**src/rtl/pat_pkg.sv**
```systemverilog
// Shared definitions for the instruction-memory loader: word geometry,
// frame size and the loader state encoding.
package pat_pkg;

    localparam int ADR_W       = 10;
    localparam int DATA_W      = 40;
    // Bytes needed to carry one address plus one instruction word.
    localparam int FRAME_BYTES = (ADR_W + DATA_W + 7) / 8;

    typedef enum logic [1:0] {
        IDLE    = 2'd0,
        COLLECT = 2'd1,
        COMMIT  = 2'd2
    } loader_state_t;

endpackage

```
**src/rtl/sync_edge.sv**
```systemverilog
// Multi-flop synchroniser followed by a rising-edge detector. Produces a
// one-cycle pulse in the clk domain for each rising edge of async_in.
// Reusable for any asynchronous pad input.
module sync_edge #(
    parameter int STAGES = 2
) (
    input  logic clk,
    input  logic rst_n,
    input  logic async_in,
    output logic rise
);

    logic [STAGES-1:0] sync_q;
    logic              last_q;

    // Shift the pad level through the synchroniser chain and keep one more
    // delayed copy for edge detection.
    // NOTE: non-blocking assignments make every stage sample the previous
    // stage's old value, which is what forms a real flop chain.
    always_ff @(posedge clk or negedge rst_n) begin
        if (!rst_n) begin
            sync_q <= '0;
            last_q <= 1'b0;
        end else begin
            sync_q <= {sync_q[STAGES-2:0], async_in};
            last_q <= sync_q[STAGES-1];
        end
    end

    assign rise = sync_q[STAGES-1] & ~last_q;

endmodule

```
**src/rtl/imem_loader.sv**
```systemverilog
// Instruction-memory loader. Collects bytes from port A on each strobe
// rising edge, assembles NBYTES-byte frames (address MSB first, then data)
// and issues each complete frame as a single-cycle imem write. Partial
// frames are discarded on idle timeout or when load mode is dropped, and
// frame_err records that this happened.
module imem_loader #(
    parameter int ADR_W       = pat_pkg::ADR_W,
    parameter int DATA_W      = pat_pkg::DATA_W,
    parameter int NBYTES      = pat_pkg::FRAME_BYTES,
    parameter int SYNC_STAGES = 2,
    parameter int TIMEOUT     = 1023
) (
    input  logic              clk_int,
    input  logic              reset_n,
    input  logic              load_en,
    input  logic              strobe,
    input  logic [7:0]        byte_in,
    output logic [ADR_W-1:0]  imem_write_adr,
    output logic [DATA_W-1:0] imem_in,
    output logic              imem_write,
    output logic              busy,
    output logic [ADR_W-1:0]  word_count,
    output logic              frame_err
);

    import pat_pkg::*;

    localparam int SHIFT_W = NBYTES * 8;
    localparam int BCNT_W  = $clog2(NBYTES + 1);
    localparam int TCNT_W  = $clog2(TIMEOUT + 1);

    loader_state_t     state;
    logic [SHIFT_W-1:0] shifter;
    logic [SHIFT_W-1:0] shifted;
    logic [BCNT_W-1:0]  bcnt;
    logic [TCNT_W-1:0]  tcnt;
    logic               byte_stb;
    logic               last_byte;

    sync_edge #(
        .STAGES (SYNC_STAGES)
    ) u_strobe_sync (
        .clk      (clk_int),
        .rst_n    (reset_n),
        .async_in (strobe),
        .rise     (byte_stb)
    );

    // Shifter contents after accepting the current byte; the output
    // registers load from this so the word is visible in the COMMIT cycle.
    assign shifted   = {shifter[SHIFT_W-9:0], byte_in};
    assign last_byte = (bcnt == BCNT_W'(NBYTES - 1));
    assign busy      = (bcnt != '0);

    // Loader FSM: byte collection, commit pulse, timeout and abort handling.
    // NOTE: the shifter and output word registers are plain flops, not a
    // memory array, so they take the asynchronous reset like everything else.
    always_ff @(posedge clk_int or negedge reset_n) begin
        if (!reset_n) begin
            state          <= IDLE;
            shifter        <= '0;
            bcnt           <= '0;
            tcnt           <= '0;
            imem_write     <= 1'b0;
            imem_write_adr <= '0;
            imem_in        <= '0;
            word_count     <= '0;
            frame_err      <= 1'b0;
        end else begin
            imem_write <= 1'b0;
            case (state)
                IDLE: begin
                    bcnt <= '0;
                    tcnt <= '0;
                    if (load_en) begin
                        state <= COLLECT;
                    end
                end

                COLLECT: begin
                    if (!load_en) begin
                        // Leaving load mode mid-frame loses the partial word.
                        if (busy) begin
                            frame_err <= 1'b1;
                        end
                        bcnt  <= '0;
                        tcnt  <= '0;
                        state <= IDLE;
                    end else if (byte_stb) begin
                        shifter <= shifted;
                        tcnt    <= '0;
                        if (last_byte) begin
                            bcnt           <= '0;
                            state          <= COMMIT;
                            imem_write     <= 1'b1;
                            imem_write_adr <= shifted[ADR_W+DATA_W-1:DATA_W];
                            imem_in        <= shifted[DATA_W-1:0];
                            word_count     <= word_count + ADR_W'(1);
                        end else begin
                            bcnt <= bcnt + BCNT_W'(1);
                        end
                    end else if (busy) begin
                        if (tcnt == TCNT_W'(TIMEOUT - 1)) begin
                            bcnt      <= '0;
                            tcnt      <= '0;
                            frame_err <= 1'b1;
                        end else begin
                            tcnt <= tcnt + TCNT_W'(1);
                        end
                    end
                end

                COMMIT: begin
                    if (load_en) begin
                        state <= COLLECT;
                        // A byte arriving now starts the next frame.
                        if (byte_stb) begin
                            shifter <= shifted;
                            bcnt    <= BCNT_W'(1);
                            tcnt    <= '0;
                        end
                    end else begin
                        state <= IDLE;
                    end
                end

                default: state <= IDLE;
            endcase
        end
    end

endmodule

```
**config.mk**
```make
export PLATFORM = sky130hd
export DESIGN_NAME = imem_loader
export DESIGN_NICKNAME = d
export VERILOG_FILES = /design/src/rtl/pat_pkg.sv /design/src/rtl/sync_edge.sv /design/src/rtl/imem_loader.sv
export SDC_FILE = /design/constraint.sdc
export NUM_CORES = 1
export LEC_CHECK = 0
export ABC_AREA = 1
export CAP_MARGIN = 20
export CORE_ASPECT_RATIO = 1.1
export CORE_MARGIN = 2
export CORE_UTILIZATION = 50
export CTS_BUF_LIST = sky130_fd_sc_hd__clkbuf_8 sky130_fd_sc_hd__clkbuf_16
export DETAILED_ROUTE_END_ITERATION = 8
export GPL_ROUTABILITY_DRIVEN = 0
export HOLD_SLACK_MARGIN = 0.02
export PLACE_DENSITY = 0.75
export SETUP_SLACK_MARGIN = 0.2
export SLEW_MARGIN = 40
export SYNTH_ARGS = -nofsm -noshare
export SYNTH_HDL_FRONTEND = slang
export SYNTH_SLANG_ARGS = --single-unit
```
**constraint.sdc**
```tcl
create_clock -name clk_int -period 3.8 [get_ports clk_int]
set_input_delay 0.95 -clock clk_int [delete_from_list [all_inputs] [get_ports clk_int]]
set_output_delay 0.95 -clock clk_int [all_outputs]
set_load 0.05 [all_outputs]
```
==> metrics.txt <==
Most used DFF post-synth=dfrtp_1; top cells by area, synth=dfrtp_1, nand2_1, o21ai_0, inv_1, ha_1; final hold slack=323 ps; Leakage Power=3.09 nW; Avg Cell Area, Syn=9.21 um^2; Worst-Skew Late Latency=510 ps; VDD IR max=0.278 mV; DR pass1 iterations=6; DR iter-0 viols=203; num ports=75; Synth cell types=26; initial antenna violation count=0; worst setup margin=887 ps; fin crit share=76.7%; worst-case clock buffer depth=2; row cnt=38; first-pass GRT wire length=18000 um; Routed wire per std cell=13.8 um; Final setup viols=0; Post-DP HPWL=6860 um; outcome=finished clean; core area=9840 um^2; register area share after synthesis=60.5%; Hold Vio Cnt, Final=0; grt total ovfl=0; vias per cell=5.03; Commonest cells post-synth=nand2_1, dfrtp_1, o21ai_0, inv_1, nor2_1; skew final=7.72 ps; final-report max-slew violation count=0; RSZ-0062 raised after global routing=no; antenna cells=0; post-route cell area=6450 um^2; HP Class=primary input to async pin; via count=3818; cell taking the most area after synthesis=dfrtp_1; most frequent cell after synthesis=nand2_1; Root Buffer=clkbuf_8; Synthesized Nets=568; Slew HR=63.4%; drt total wl=10500 um; clock-pin transition on the worst setup and hold timing paths=60 ps; DR DRC count=0; crit path max-delay cell type=clkdlybuf4s50_1; antenna-violating nets left=0; CTS resizes=0; maximum capacitance violations=0; PD cells=559 nW/um^2; CTS tree=done; final net count=646; Post-Synthesis Cell Area=5050 um^2; Die ar.=10900 um^2; layout cells sized above 1=8.14%; total track usage=21.1%; number of flops mapped to enable cells by yosys=0; crit end category=output pin; CTS Hold Bufs=0; Post-Route Setup TNS=0 ps; number of synthesized register bits=122; Async S/R FF share, synth=100%; # H-tree levels=4; placed inst area=5890 um^2; min cycle time layout=2910 ps; clock sinks=122; post-CTS setup buffer count=0; starting density of the core=51.3%; critical path type=flip-flop to output pin; width of the die=99.8 um; Synth top area share=60.5%; Port Buf Inserts=74; TritonCTS Buffers=17; vias in the first global route=3893; Filler cells=784; crit start category=flip-flop; maximum clock rate=343 MHz; Die Y=109 um; CP cell instances=inv_1, nand3_1, clkdlybuf4s50_1; Max FO, Critical Path=5; area delta synth->final=27.8%; worst-margin pin slew=547 ps; CP max stage delay=830 ps; Synth Instances=548; Req. time, crit path=2850 ps; critical path arrival=1960 ps; Placement Setup Slack=868 ps; yosys warns=0; pin count of the biggest net entering global routing=102
-- cell families after synthesis --
family	count (synthesis)	share of synthesized area (%)
adders and majority gates	8	1.98
xor gates and xnor gates	9	1.71
AOI/OAI and AO/OA	98	9.79
buffers and inverters	85	7.09
DFF	122	60.5
and+or+nand+nor	226	18.9
-- sequential cells by signal, summed over array words and instances (netlist names) --
| name | count |
|---|---|
| shifter | 42 |
| imem_write_adr | 10 |
| state | 2 |
| imem_write | 1 |
| frame_err | 1 |
| u_strobe_sync.sync_q | 2 |
| bcnt | 3 |
| u_strobe_sync.last_q | 1 |
| word_count | 10 |
| imem_in | 40 |
| tcnt | 10 |
-- area by class of cell --
cell class              instances  area, um^2  area share (%)
clock inverters                13         118            1.82
clock buffers                  19         442            6.85
well taps                     120         150            2.33
repair buffers                 79         801            12.4
multi-input cells             341        1640            25.5
inverters                      65         244            3.78
flip-flops and latches        122        3050            47.3
-- worst max-delay path, delay by kind of cell, from the launching register on --
family / cells / cell delay [ps]
buffers and inverters: 2 / 930
flip-flops: 1 / 350
AND/OR/NAND/NOR: 1 / 170
-- report_power, final --
part | switching [mW] | internal [mW]
clock | 0.587 | 0.906
sequential | 0.120 | 1.52
combinational | 0.322 | 0.153
total | 1.03 | 2.58
-- worst paths after layout --
check,depth (start not counted),startpoint,to,slack [ps]
worst min-delay path,1,reset_n,imem_in[1],320
worst min register to register,0,u_strobe_sync.sync_q[0],u_strobe_sync.sync_q[1],360
worst max-delay path,3,bcnt[0],busy,890
worst max register to register,9,state[1],imem_in[5],1630
min in group clk_int,0,u_strobe_sync.sync_q[0],u_strobe_sync.sync_q[1],360
max in group asynchronous,2,reset_n,imem_write_adr[6],2650
-- per-stage QoR --
stage | instances | power [mW] | utilization [%]
after global placement | 727 | 2.09 | 59.8
after floorplan | 548 | 1.95 | -
after CTS | 759 | 3.63 | 65.5
final | 759 | 3.61 | 65.5
after detailed placement | 727 | 2.12 | 59.8
after global routing | 759 | 3.79 | 65.5
-- routing by layer --
layer | track usage, % | routed length (um)
met5 | 0 | 0
met4 | 8.41 | 168
met3 | 5.79 | 534
met2 | 34.9 | 5160
met1 | 26.6 | 4610
-- cell usage in the layout, fill, tap and decap left out, drive strengths merged --
cell,instances
nand2,174
dfrtp,122
o21ai,90
clkdlybuf4s50,73
inv,70
nor2,26
clkbuf,19
nand3,18
ha,8
a21oi,8
xor2,6
buf,6
clkinv,6
xnor2,3
nor3,3
nand4,2
nand3b,2
or2,1
bufinv,1
clkinvlp,1
Power figures use the tool's default switching activity.
